`src/rtl/key_result_collector_pkg.sv`:
```
`default_nettype none
// ============================================================================
//  Module      : key_result_collector_pkg
//  Description : Shared constants and the collector state type for the RC4
//                key search result collector.
//  Revision    : 1.0 - initial release
// ============================================================================
package key_result_collector_pkg;

    localparam int C_CORE_COUNT_LOG_2 = 3;
    localparam int C_KEY_W            = 22;
    localparam int C_TIMER_W          = 32;

    localparam logic [1:0] C_ST_IDLE   = 2'd0;
    localparam logic [1:0] C_ST_SEARCH = 2'd1;
    localparam logic [1:0] C_ST_FOUND  = 2'd2;
    localparam logic [1:0] C_ST_FAILED = 2'd3;

    typedef enum logic [1:0] {
        IDLE   = C_ST_IDLE,
        SEARCH = C_ST_SEARCH,
        FOUND  = C_ST_FOUND,
        FAILED = C_ST_FAILED
    } collector_state_t;

endpackage
`default_nettype wire

```
`src/rtl/key_result_collector_lowest_set_index.sv`:
```
`default_nettype none
// ============================================================================
//  Module      : lowest_set_index
//  Description : Combinational priority encoder returning the index of the
//                lowest set bit of i_vec. o_any flags that any bit is set;
//                o_idx is 0 when none is set.
//  Ports       : i_vec [N]     - request vector
//                o_idx [LOG2N] - index of lowest set bit
//                o_any         - at least one bit set
//  Revision    : 1.0 - initial release
// ============================================================================
module lowest_set_index #(
    parameter int N     = 8,
    parameter int LOG2N = 3
) (
    input  logic [N-1:0]     i_vec,
    output logic [LOG2N-1:0] o_idx,
    output logic             o_any
);

    // Scanning from the top down lets the lowest set bit overwrite last.
    always_comb begin
        o_idx = '0;
        o_any = |i_vec;
        for (int i = N - 1; i >= 0; i--) begin
            if (i_vec[i]) begin
                o_idx = LOG2N'(i);
            end
        end
    end

endmodule
`default_nettype wire

```
`src/rtl/key_result_collector.sv`:
```
`default_nettype none
// ============================================================================
//  Module      : key_result_collector
//  Description : Collects results from the parallel RC4 brute-force cores.
//                Picks the lowest-index core reporting a match, latches its
//                key, halts all cores, times the search and drives the
//                display word and status LEDs. Reports failure when every
//                core has exhausted its slice without a match.
//  Ports       : clk, reset_n (async, active low)
//                start          - search enable level; rising edge starts
//                core_found/done/key - per-core status and current key
//                stop_all       - halt request to the cores
//                key_valid, key_out, winner_id, search_failed - results
//                elapsed_cycles - saturating count of SEARCH cycles
//                display, ledr  - board display word and status LEDs
//  Revision    : 1.0 - initial release
// ============================================================================
module key_result_collector
    import key_result_collector_pkg::*;
#(
    parameter int CORE_COUNT_LOG_2 = C_CORE_COUNT_LOG_2,
    parameter int CORE_COUNT       = 2 ** CORE_COUNT_LOG_2,
    parameter int KEY_W            = C_KEY_W,
    parameter int TIMER_W          = C_TIMER_W
) (
    input  logic                        clk,
    input  logic                        reset_n,
    input  logic                        start,
    input  logic [CORE_COUNT-1:0]       core_found,
    input  logic [CORE_COUNT-1:0]       core_done,
    input  logic [CORE_COUNT*KEY_W-1:0] core_key,
    output logic                        stop_all,
    output logic                        key_valid,
    output logic [KEY_W-1:0]            key_out,
    output logic [CORE_COUNT_LOG_2-1:0] winner_id,
    output logic                        search_failed,
    output logic [TIMER_W-1:0]          elapsed_cycles,
    output logic [KEY_W-1:0]            display,
    output logic [9:0]                  ledr
);

    collector_state_t            r_state, w_state_nxt;
    logic                        r_start_q;
    logic                        r_stop_all, w_stop_all_nxt;
    logic                        r_key_valid, w_key_valid_nxt;
    logic [KEY_W-1:0]            r_key_out, w_key_out_nxt;
    logic [CORE_COUNT_LOG_2-1:0] r_winner_id, w_winner_nxt;
    logic                        r_failed, w_failed_nxt;
    logic [TIMER_W-1:0]          r_elapsed, w_elapsed_nxt;
    logic [KEY_W-1:0]            r_display, w_display_nxt;
    logic [9:0]                  r_ledr, w_ledr_nxt;

    logic                        w_start_rise;
    logic [CORE_COUNT_LOG_2-1:0] w_win_idx;
    logic                        w_any_found;
    logic [KEY_W-1:0]            w_keys [CORE_COUNT];
    logic [KEY_W-1:0]            w_key_or;

    assign w_start_rise = start & ~r_start_q;

    for (genvar g = 0; g < CORE_COUNT; g++) begin : g_key_unpack
        assign w_keys[g] = core_key[g*KEY_W +: KEY_W];
    end

    always_comb begin
        w_key_or = '0;
        for (int i = 0; i < CORE_COUNT; i++) begin
            w_key_or = w_key_or | w_keys[i];
        end
    end

    lowest_set_index #(
        .N     (CORE_COUNT),
        .LOG2N (CORE_COUNT_LOG_2)
    ) u_winner_sel (
        .i_vec (core_found),
        .o_idx (w_win_idx),
        .o_any (w_any_found)
    );

    always_ff @(posedge clk or negedge reset_n) begin
        if (!reset_n) begin
            r_state <= IDLE;
        end else begin
            r_state <= w_state_nxt;
        end
    end

    // All outputs are computed from next-state values so that they change
    // on the same edge as the state they describe.
    always_comb begin
        w_state_nxt     = r_state;
        w_stop_all_nxt  = 1'b0;
        w_key_valid_nxt = r_key_valid;
        w_key_out_nxt   = r_key_out;
        w_winner_nxt    = r_winner_id;
        w_failed_nxt    = r_failed;
        w_elapsed_nxt   = r_elapsed;

        case (r_state)
            IDLE: begin
                if (w_start_rise) begin
                    w_state_nxt     = SEARCH;
                    w_key_valid_nxt = 1'b0;
                    w_key_out_nxt   = '0;
                    w_winner_nxt    = '0;
                    w_failed_nxt    = 1'b0;
                    w_elapsed_nxt   = '0;
                end
            end
            SEARCH: begin
                if (r_elapsed != '1) begin
                    w_elapsed_nxt = r_elapsed + TIMER_W'(1);
                end
                // A match outranks both exhaustion and an abort on the same cycle.
                if (w_any_found) begin
                    w_state_nxt     = FOUND;
                    w_key_out_nxt   = w_keys[w_win_idx];
                    w_winner_nxt    = w_win_idx;
                    w_key_valid_nxt = 1'b1;
                    w_stop_all_nxt  = 1'b1;
                end else if (&core_done) begin
                    w_state_nxt    = FAILED;
                    w_failed_nxt   = 1'b1;
                    w_stop_all_nxt = 1'b1;
                end else if (!start) begin
                    w_state_nxt    = IDLE;
                    w_stop_all_nxt = 1'b1;
                end
            end
            FOUND, FAILED: begin
                if (!start) begin
                    w_state_nxt = IDLE;
                end else begin
                    w_stop_all_nxt = 1'b1;
                end
            end
            default: begin
                w_state_nxt = IDLE;
            end
        endcase

        if (w_state_nxt == SEARCH) begin
            w_display_nxt = w_key_or;
        end else if (w_key_valid_nxt) begin
            w_display_nxt = w_key_out_nxt;
        end else if (w_failed_nxt) begin
            w_display_nxt = '1;
        end else begin
            w_display_nxt = '0;
        end

        w_ledr_nxt                       = '0;
        w_ledr_nxt[9]                    = w_key_valid_nxt;
        w_ledr_nxt[8]                    = w_failed_nxt;
        w_ledr_nxt[7]                    = (w_state_nxt == SEARCH);
        w_ledr_nxt[CORE_COUNT_LOG_2-1:0] = w_winner_nxt;
    end

    // The edge detector resets to "start already high" so a level held
    // through reset never looks like a fresh request.
    always_ff @(posedge clk or negedge reset_n) begin
        if (!reset_n) begin
            r_start_q   <= 1'b1;
            r_stop_all  <= 1'b0;
            r_key_valid <= 1'b0;
            r_key_out   <= '0;
            r_winner_id <= '0;
            r_failed    <= 1'b0;
            r_elapsed   <= '0;
            r_display   <= '0;
            r_ledr      <= '0;
        end else begin
            r_start_q   <= start;
            r_stop_all  <= w_stop_all_nxt;
            r_key_valid <= w_key_valid_nxt;
            r_key_out   <= w_key_out_nxt;
            r_winner_id <= w_winner_nxt;
            r_failed    <= w_failed_nxt;
            r_elapsed   <= w_elapsed_nxt;
            r_display   <= w_display_nxt;
            r_ledr      <= w_ledr_nxt;
        end
    end

    assign stop_all       = r_stop_all;
    assign key_valid      = r_key_valid;
    assign key_out        = r_key_out;
    assign winner_id      = r_winner_id;
    assign search_failed  = r_failed;
    assign elapsed_cycles = r_elapsed;
    assign display        = r_display;
    assign ledr           = r_ledr;

endmodule
`default_nettype wire
```
`config.mk`:
```
export PLATFORM = sky130hd
export DESIGN_NAME = key_result_collector
export DESIGN_NICKNAME = d
export VERILOG_FILES = /design/src/rtl/key_result_collector_pkg.sv /design/src/rtl/key_result_collector_lowest_set_index.sv /design/src/rtl/key_result_collector.sv
export SDC_FILE = /design/constraint.sdc
export NUM_CORES = 1
export LEC_CHECK = 0
export BUFFER_PORTS_ARGS = -buffer_cell sky130_fd_sc_hd__buf_2
export CORE_UTILIZATION = 40
export CTS_CLUSTER_DIAMETER = 150
export DETAILED_ROUTE_END_ITERATION = 16
export PLACE_DENSITY = 0.84
export SLEW_MARGIN = 20
export SYNTH_ARGS = -nofsm -noshare
export SYNTH_HDL_FRONTEND = slang
export SYNTH_SLANG_ARGS = --single-unit
export TNS_END_PERCENT = 20
```
`constraint.sdc`:
```
create_clock -name clk -period 2.25 [get_ports clk]
set_input_delay 0.5625 -clock clk [delete_from_list [all_inputs] [get_ports clk]]
set_output_delay 0.5625 -clock clk [all_outputs]
set_load 0.02 [all_outputs]
```
==> results of run 1 <==
-- area by class of cell --
| class | instances | area [sq um] |
|---|---|---|
| Clock inverter | 3 | 42.54 |
| Antenna cell | 3 | 7.507 |
| Fill cell | 1248 | 5654 |
| Sequential cell | 86 | 2153 |
| Clock buffer | 13 | 260.3 |
| Multi-Input combinational cell | 535 | 4185 |
| Timing Repair Buffer | 408 | 2536 |
| Tap cell | 188 | 235.2 |
| Inverter | 19 | 71.32 |
-- registers in the layout, indices dropped and copies added (netlist names), named ones only --
| signal | cells |
|---|---|
| r_state | 2 |
| r_start_q | 1 |
| key_out | 22 |
| stop_all | 1 |
| elapsed_cycles | 32 |
| display | 22 |
| ledr | 3 |
-- per-stage QoR --
stage / setup slack [ns] / TNS, ns
floorplan: -0.3477 / -13.95
global placement: -0.4868 / -17.65
CTS: -0.1814 / -2.725
detailed placement: -0.5617 / -20.71
global route: -0.3243 / -4.832
finish: -0.3072 / -3.564
-- cells in the final DEF, fill, tap and decap left out, types with 9 or more instances in the layout --
master       n
a21oi_1     27
a221oi_2     9
a2bb2oi_2    9
and3_1      14
buf_12      11
buf_2      279
buf_4      110
clkbuf_16    9
dfrtp_1     85
inv_1       18
mux2i_1     27
mux4_2      19
nand2_1     54
nand2b_1    31
nand3_1     31
nor2_1      68
nor3_1      15
nor4_1      49
o21ai_0     14
o21ai_1     10
o22ai_2     10
xnor2_1     17
xor2_1       9
-- path summary, 6_finish.rpt --
check                      cells after the start            endpoint  slack [ns]
setup / recovery                               9         display[10]       -0.31
hold / removal                                 1  elapsed_cycles[26]        0.17
setup reg to reg                               7         display[10]           0
hold reg to reg                                2          key_out[8]        0.50
max in group asynchronous                      2   elapsed_cycles[9]        1.47
min in group clk                               2           r_start_q        0.46
-- timing repair --
action | 4_1_cts | 5_1_grt
resized for setup | 43 | 48
setup buffers | 6 | 19
endpoints found under the setup margin | 43 | 67
pin swaps | 12 | 25
cloned | 1 | 1
-- power groups by stage --
stage,clock [mW],combinational [mW],sequential (mW)
after global placement,0,2.90,2.18
after detailed placement,0,2.96,2.18
after CTS,1.58,3.11,2.16
final,1.54,3.35,2.17
after global routing,1.63,3.54,2.20
after floorplan,0,1.23,2.60
-- worst max-delay path, delay by kind of cell --
family,cells,cell delay [ns]
multiplexers,1,0.63
buffers and inverters,2,0.28
AO/OA/AOI/OAI,5,1.17
AND/OR/NAND/NOR,1,0.13
-- metal layers --
metal  track usage  vias to the layer above  part of all wire
li1              -                     3347                 -
met1        0.3576                     3588              0.36
met2        0.4985                      592              0.49
met3       0.04970                      131             0.098
met4        0.1658                        0             0.052
met5             0                        -                 0
-- cells by family (layout without fill, tap and decap cells) --
family                   count (synthesis)  in the layout  synth area share
flip-flops                              86             86            0.3494
buffers and inverters                   61            443           0.05339
XOR/XNOR                                26             26           0.03695
AND/OR/NAND/NOR                        307            307            0.2582
multiplexers                            53             53            0.1330
other                                    1              7         0.0006084
adder cells (fa/ha/maj)                  1              1          0.002030
AO/OA/AOI/OAI                          143            144            0.1665
==> reports/qor.yml, run 1 <==
die_h_um: 126.1
crit_path_top_delay_cell: "mux4_1"
yosysTopAreaCellShare: 0.3451
grt.overflow.total: 0
maxCapViolations: 0
fmax_mhz: 391.1
tightest_slew_ns: 0.5353
antenna_found_initial: 2
cts_hold_buf: 0
grt_pass1_wl_um: 36360
synth_top_flop_cell: "dfrtp_1"
power.switching_mw: 2.808
rows: 45
yosysTopAreaCell: "dfrtp_1"
syn_area_sq_mm: 0.006163
power_leakage_nw: 4.523
yosysWarnings: 0
clkPwrFrac: 0.218
fin_cells: 1255
place_congestion: 0.9722
crit_arrival_ns: 2.77
maxSlewViolCount: 0
peakVddDrop_uv: 416.3
hpwl_um: 18290
drc: 0
core_area_sq_mm: 0.01515
yosys-top-cells-count: "85 x dfrtp_1, 72 x nor2_1, 55 x nand2_1"
worst_hold_slack_ns: 0.1719
drt_iter0_markers: 809
utilization: 0.6267
dp_cells: 1213
hold_violations: 0
slew_headroom: 0.6423
pwr-share-comb: 0.474
area_growth_pct: 54.00
final_cell_area_sq_mm: 0.009492
cts_buffer_depth: 2
synth_most_common_cell: "dfrtp_1"
numCtsBuffers: 9
synth.ff_latch_count: 86
finalNetCount: 1255
die-area_sq_mm: 0.01591
clk_latency_ns: 0.34
cts_root_buffer: "clkbuf_16"
violations: "negative setup slack"
status: "complete, but fails checks"
io_pins: 287
setup_violations: 39
post-route-period-util: 1.137
required_ns: 2.46
cp_max_fo: 8
worst_slack_ns: -0.3072
routed_wl_um: 25120
initial_core_util: 0.4069
dr.pass1.iters: 7
synthTopCellsByArea: "dfrtp_1 35%, mux2i_1 5.2%, mux4_2 5.1%"
synth_cell_types: 62
synth_edf_count: 0
cts_tree: "done"
placed_area_sq_mm: 0.008546
post-route-min-period_ns: 2.557
skew_ns: 0.01154
critical_path.max_stage_delay_ns: 0.63
gr-usage-all-layers: 0.2952
wire_per_inst_um: 20.01
p_int_mw: 4.251
path_class: "primary input to register"
vias: 7658
synthCells: 678
p_seq_frac: 0.308
die_w_um: 126.1
crit_path_end_kind: "register"
r2r-start: "r_state[0]"
startpoint: "core_found[6]"
port_buffers: 282
ant_nets: 0
yosysSeqAreaShare: 0.3494
ctsHtreeMaxLevel: 3
grt_max_degree: 38
total_power_mw: 7.059
crit_chain: "buf_6 -> nand2b_4 -> a221o_1 -> a21oi_4 -> buf_12 -> mux4_1 -> o22ai_2 -> a2bb2oi_2 -> o21ai_1"
p_per_area_mw_per_mm2: 743.7
layout-drive-gt1-share: 0.4897
hp-class: "primary input to async pin"
syn_area_per_cell_sq_um: 9.091
cp-start-kind: "primary input"
clock_sinks: 86
viasPerCell: 6.102
rsz0062_at_grt: "true"
p_sw_frac: 0.3978
async_flop_share: 1.000
grt_pass1_vias: 7265
clk_pin_slew_ns: 0.06
No activity file was read; power rests on OpenSTA's default activity.
==> run 2, diff against run 1 <==
- CORE_ASPECT_RATIO: default -> 0.8
==> run 2 against run 1 <==
Net effect: the flow still finishes with violations (negative setup slack); sequential cell count unchanged; core utilization decreased by 0.77 points; via count decreased by 2.6%; global-route usage increased by 1.0 points; combinational power decreased by 3%; register-to-register slack improved by 0.04 ns; first-iteration DRC count decreased by 7.8%; count of clock-buffer cells in the layout decreased by 3; sequential share of layout area increased by 0.48 points; sequential power about the same; maximum frequency increased by 5.3%; critical endpoint is now display[13]; largest cell class unchanged.
==> reports/qor.yml, run 2 (synthesized netlist as in run 1, its figures left out) <==
antenna_found_initial: 0  # -2
drc: 0  # unchanged
post-route-min-period_ns: 2.429  # -0.1281 ns
final_common_cell: "buf_2"
seqCellArea_sq_mm: 0.002153  # unchanged
p_int_mw: 4.161  # -2.1%
crit_arrival_ns: 2.66  # -0.11 ns
skew_ns: 0.008841  # -0.002696 ns
fillCellCount: 1223  # -2.0%
crit_path_end_kind: "register"
antenna_cells: 0  # -3
hpwl_um: 18550  # +1.4%
core_area_sq_mm: 0.01501  # -0.87%
cts_tree: "done"
drt_iter0_markers: 746  # -7.8%
pwr-share-comb: 0.466  # -0.008
area_growth_pct: 50.79
finalNetCount: 1246  # -0.72%
critical_path.max_stage_delay_ns: 0.51  # -0.12 ns
ant_nets: 0  # unchanged
maxSlewViolCount: 0  # unchanged
layout_common_cells: "280 x buf_2, 99 x buf_4, 85 x dfrtp_1, 70 x nor2_1, 54 x nand2_1"
gr-usage-all-layers: 0.3053  # +0.01014
path_class: "primary input to register"
status: "complete, but fails checks"
wire_per_inst_um: 19.89  # -0.60%
power.switching_mw: 2.810  # about the same
p_per_area_mw_per_mm2: 750.1  # +0.86%
dr.pass1.iters: 7  # unchanged
cts_hold_buf: 0  # unchanged
placed_area_sq_mm: 0.008587  # +0.48%
rows: 40  # -11%
crit_chain: "buf_6 -> nand2b_4 -> a221o_1 -> a21oi_4 -> buf_12 -> buf_4 -> buf_12 -> mux4_2 -> o2bb2ai_2 -> a21oi_2 -> o31ai_1"
vias: 7456  # -2.6%
finalSetupTns_ns: -4.295  # -0.7315 ns
power_leakage_nw: 4.464  # -1.3%
post-route-period-util: 1.080  # -0.05692
peakVddDrop_uv: 417.9  # +0.37%
die_w_um: 140.8  # +12%
initial_core_util: 0.4105  # +0.003561
multi_input_area_sq_mm: 0.004010  # -4.2%
viasPerCell: 5.994  # -1.8%
cpMostUsedCell: "buf_12"
grt_pass1_wl_um: 37520  # +3.2%
numCtsBuffers: 9  # unchanged
die_h_um: 113.0  # -10%
rsz0062_at_grt: "true"
slew_headroom: 0.4455  # -0.1969
p_sw_frac: 0.4031  # +0.005301
layout-drive-gt1-share: 0.4730  # -0.01668
maxCapViolations: 0  # unchanged
io_pins: 287  # unchanged
place_congestion: 1.035  # +6.5%
cp-start-kind: "primary input"
setup_violations: 40  # +2.6%
tightest_slew_ns: 0.8301  # +0.2948 ns
die-area_sq_mm: 0.01591  # about the same
clkPwrFrac: 0.225  # +0.007
worst_hold_slack_ns: 0.1594  # -0.01254 ns
hp-class: "primary input to async pin"
worst_slack_ns: -0.1791  # +0.1281 ns
grt_max_degree: 38  # unchanged
cts_buffer_depth: 2  # unchanged
clock_sinks: 86  # unchanged
routed_wl_um: 24750  # -1.5%
cts_root_buffer: "clkbuf_16"
grt.overflow.total: 0  # unchanged
p_seq_frac: 0.309  # about the same
ctsHtreeMaxLevel: 3  # unchanged
hold_violations: 0  # unchanged
violations: "negative setup slack"
cp_max_fo: 6  # -2
fmax_mhz: 411.7  # +5.3%
largest_reg_flops: 32  # unchanged
port_buffers: 282  # unchanged
crit_path_top_delay_cell: "mux4_2"
required_ns: 2.48  # +0.02 ns
grt_pass1_vias: 7297  # +0.44%
clk_latency_ns: 0.35  # about the same
clk_pin_slew_ns: 0.07  # about the same
final_cell_area_sq_mm: 0.009294  # -2.1%
total_power_mw: 6.971  # -1.2%
-- run 2: timing repair --
action / in CTS / in global routing
pin swaps: 9 / 9
setup buffers: 3 / 6
cloned: 1 / 0
resized for setup: 37 / 25
endpoints found under the setup margin: 50 / 56
-- run 2: cell type report --
type / instances / share of cell area
multi-input combinational: 534 / 0.4315
tap: 189 / 0.02544
timing repair buffer: 400 / 0.2706
clock inverter: 6 / 0.007404
inverter: 19 / 0.007674
sequential: 86 / 0.2317
clock buffer: 10 / 0.02571
-- run 2: power by group through the flow --
stage | combinational, mW | sequential (mW) | clock (mW)
after floorplan | 1.23 | 2.60 | 0
after global placement | 2.93 | 2.16 | 0
after detailed placement | 3.01 | 2.16 | 0
after CTS | 3.12 | 2.14 | 1.60
after global routing | 3.45 | 2.19 | 1.65
final | 3.25 | 2.15 | 1.57
-- run 2: critical path: cells and delay by family --
kind	cells	cell delay (ns)
buffers and inverters	4	0.46
AO/OA/AOI/OAI	5	0.98
multiplexers	1	0.51
AND/OR/NAND/NOR	1	0.13
-- run 2: worst paths after layout --
check | from | to | slack (ns) | cells after the start
max in group asynchronous | reset_n | r_start_q | 1.51 | 2
worst max-delay path | core_found[6] | display[13] | -0.18 | 11
worst min-delay path | reset_n | elapsed_cycles[7] | 0.16 | 1
worst min register to register | key_out[8] | key_out[8] | 0.51 | 2
worst max register to register | r_state[0] | display[16] | 0.04 | 7
min in group clk | start | r_start_q | 0.44 | 2
-- run 2: per-stage QoR --
step,utilization,setup WS [ns],std cells
after floorplan,-,-0.3477,681
after global placement,0.5714,-0.5915,1218
after detailed placement,0.5719,-0.5888,1218
after CTS,0.6083,-0.1613,1238
after global routing,0.6190,-0.2728,1244
final,0.6190,-0.1791,1244
-- run 2: per-layer routing --
layer  wire [um]  vias up  GRT usage
met5           0        -          0
met4         731        0     0.1391
met3        2232       72    0.05967
met2       11730      502     0.5015
met1       10060     3560     0.3913
li1            -     3322          -
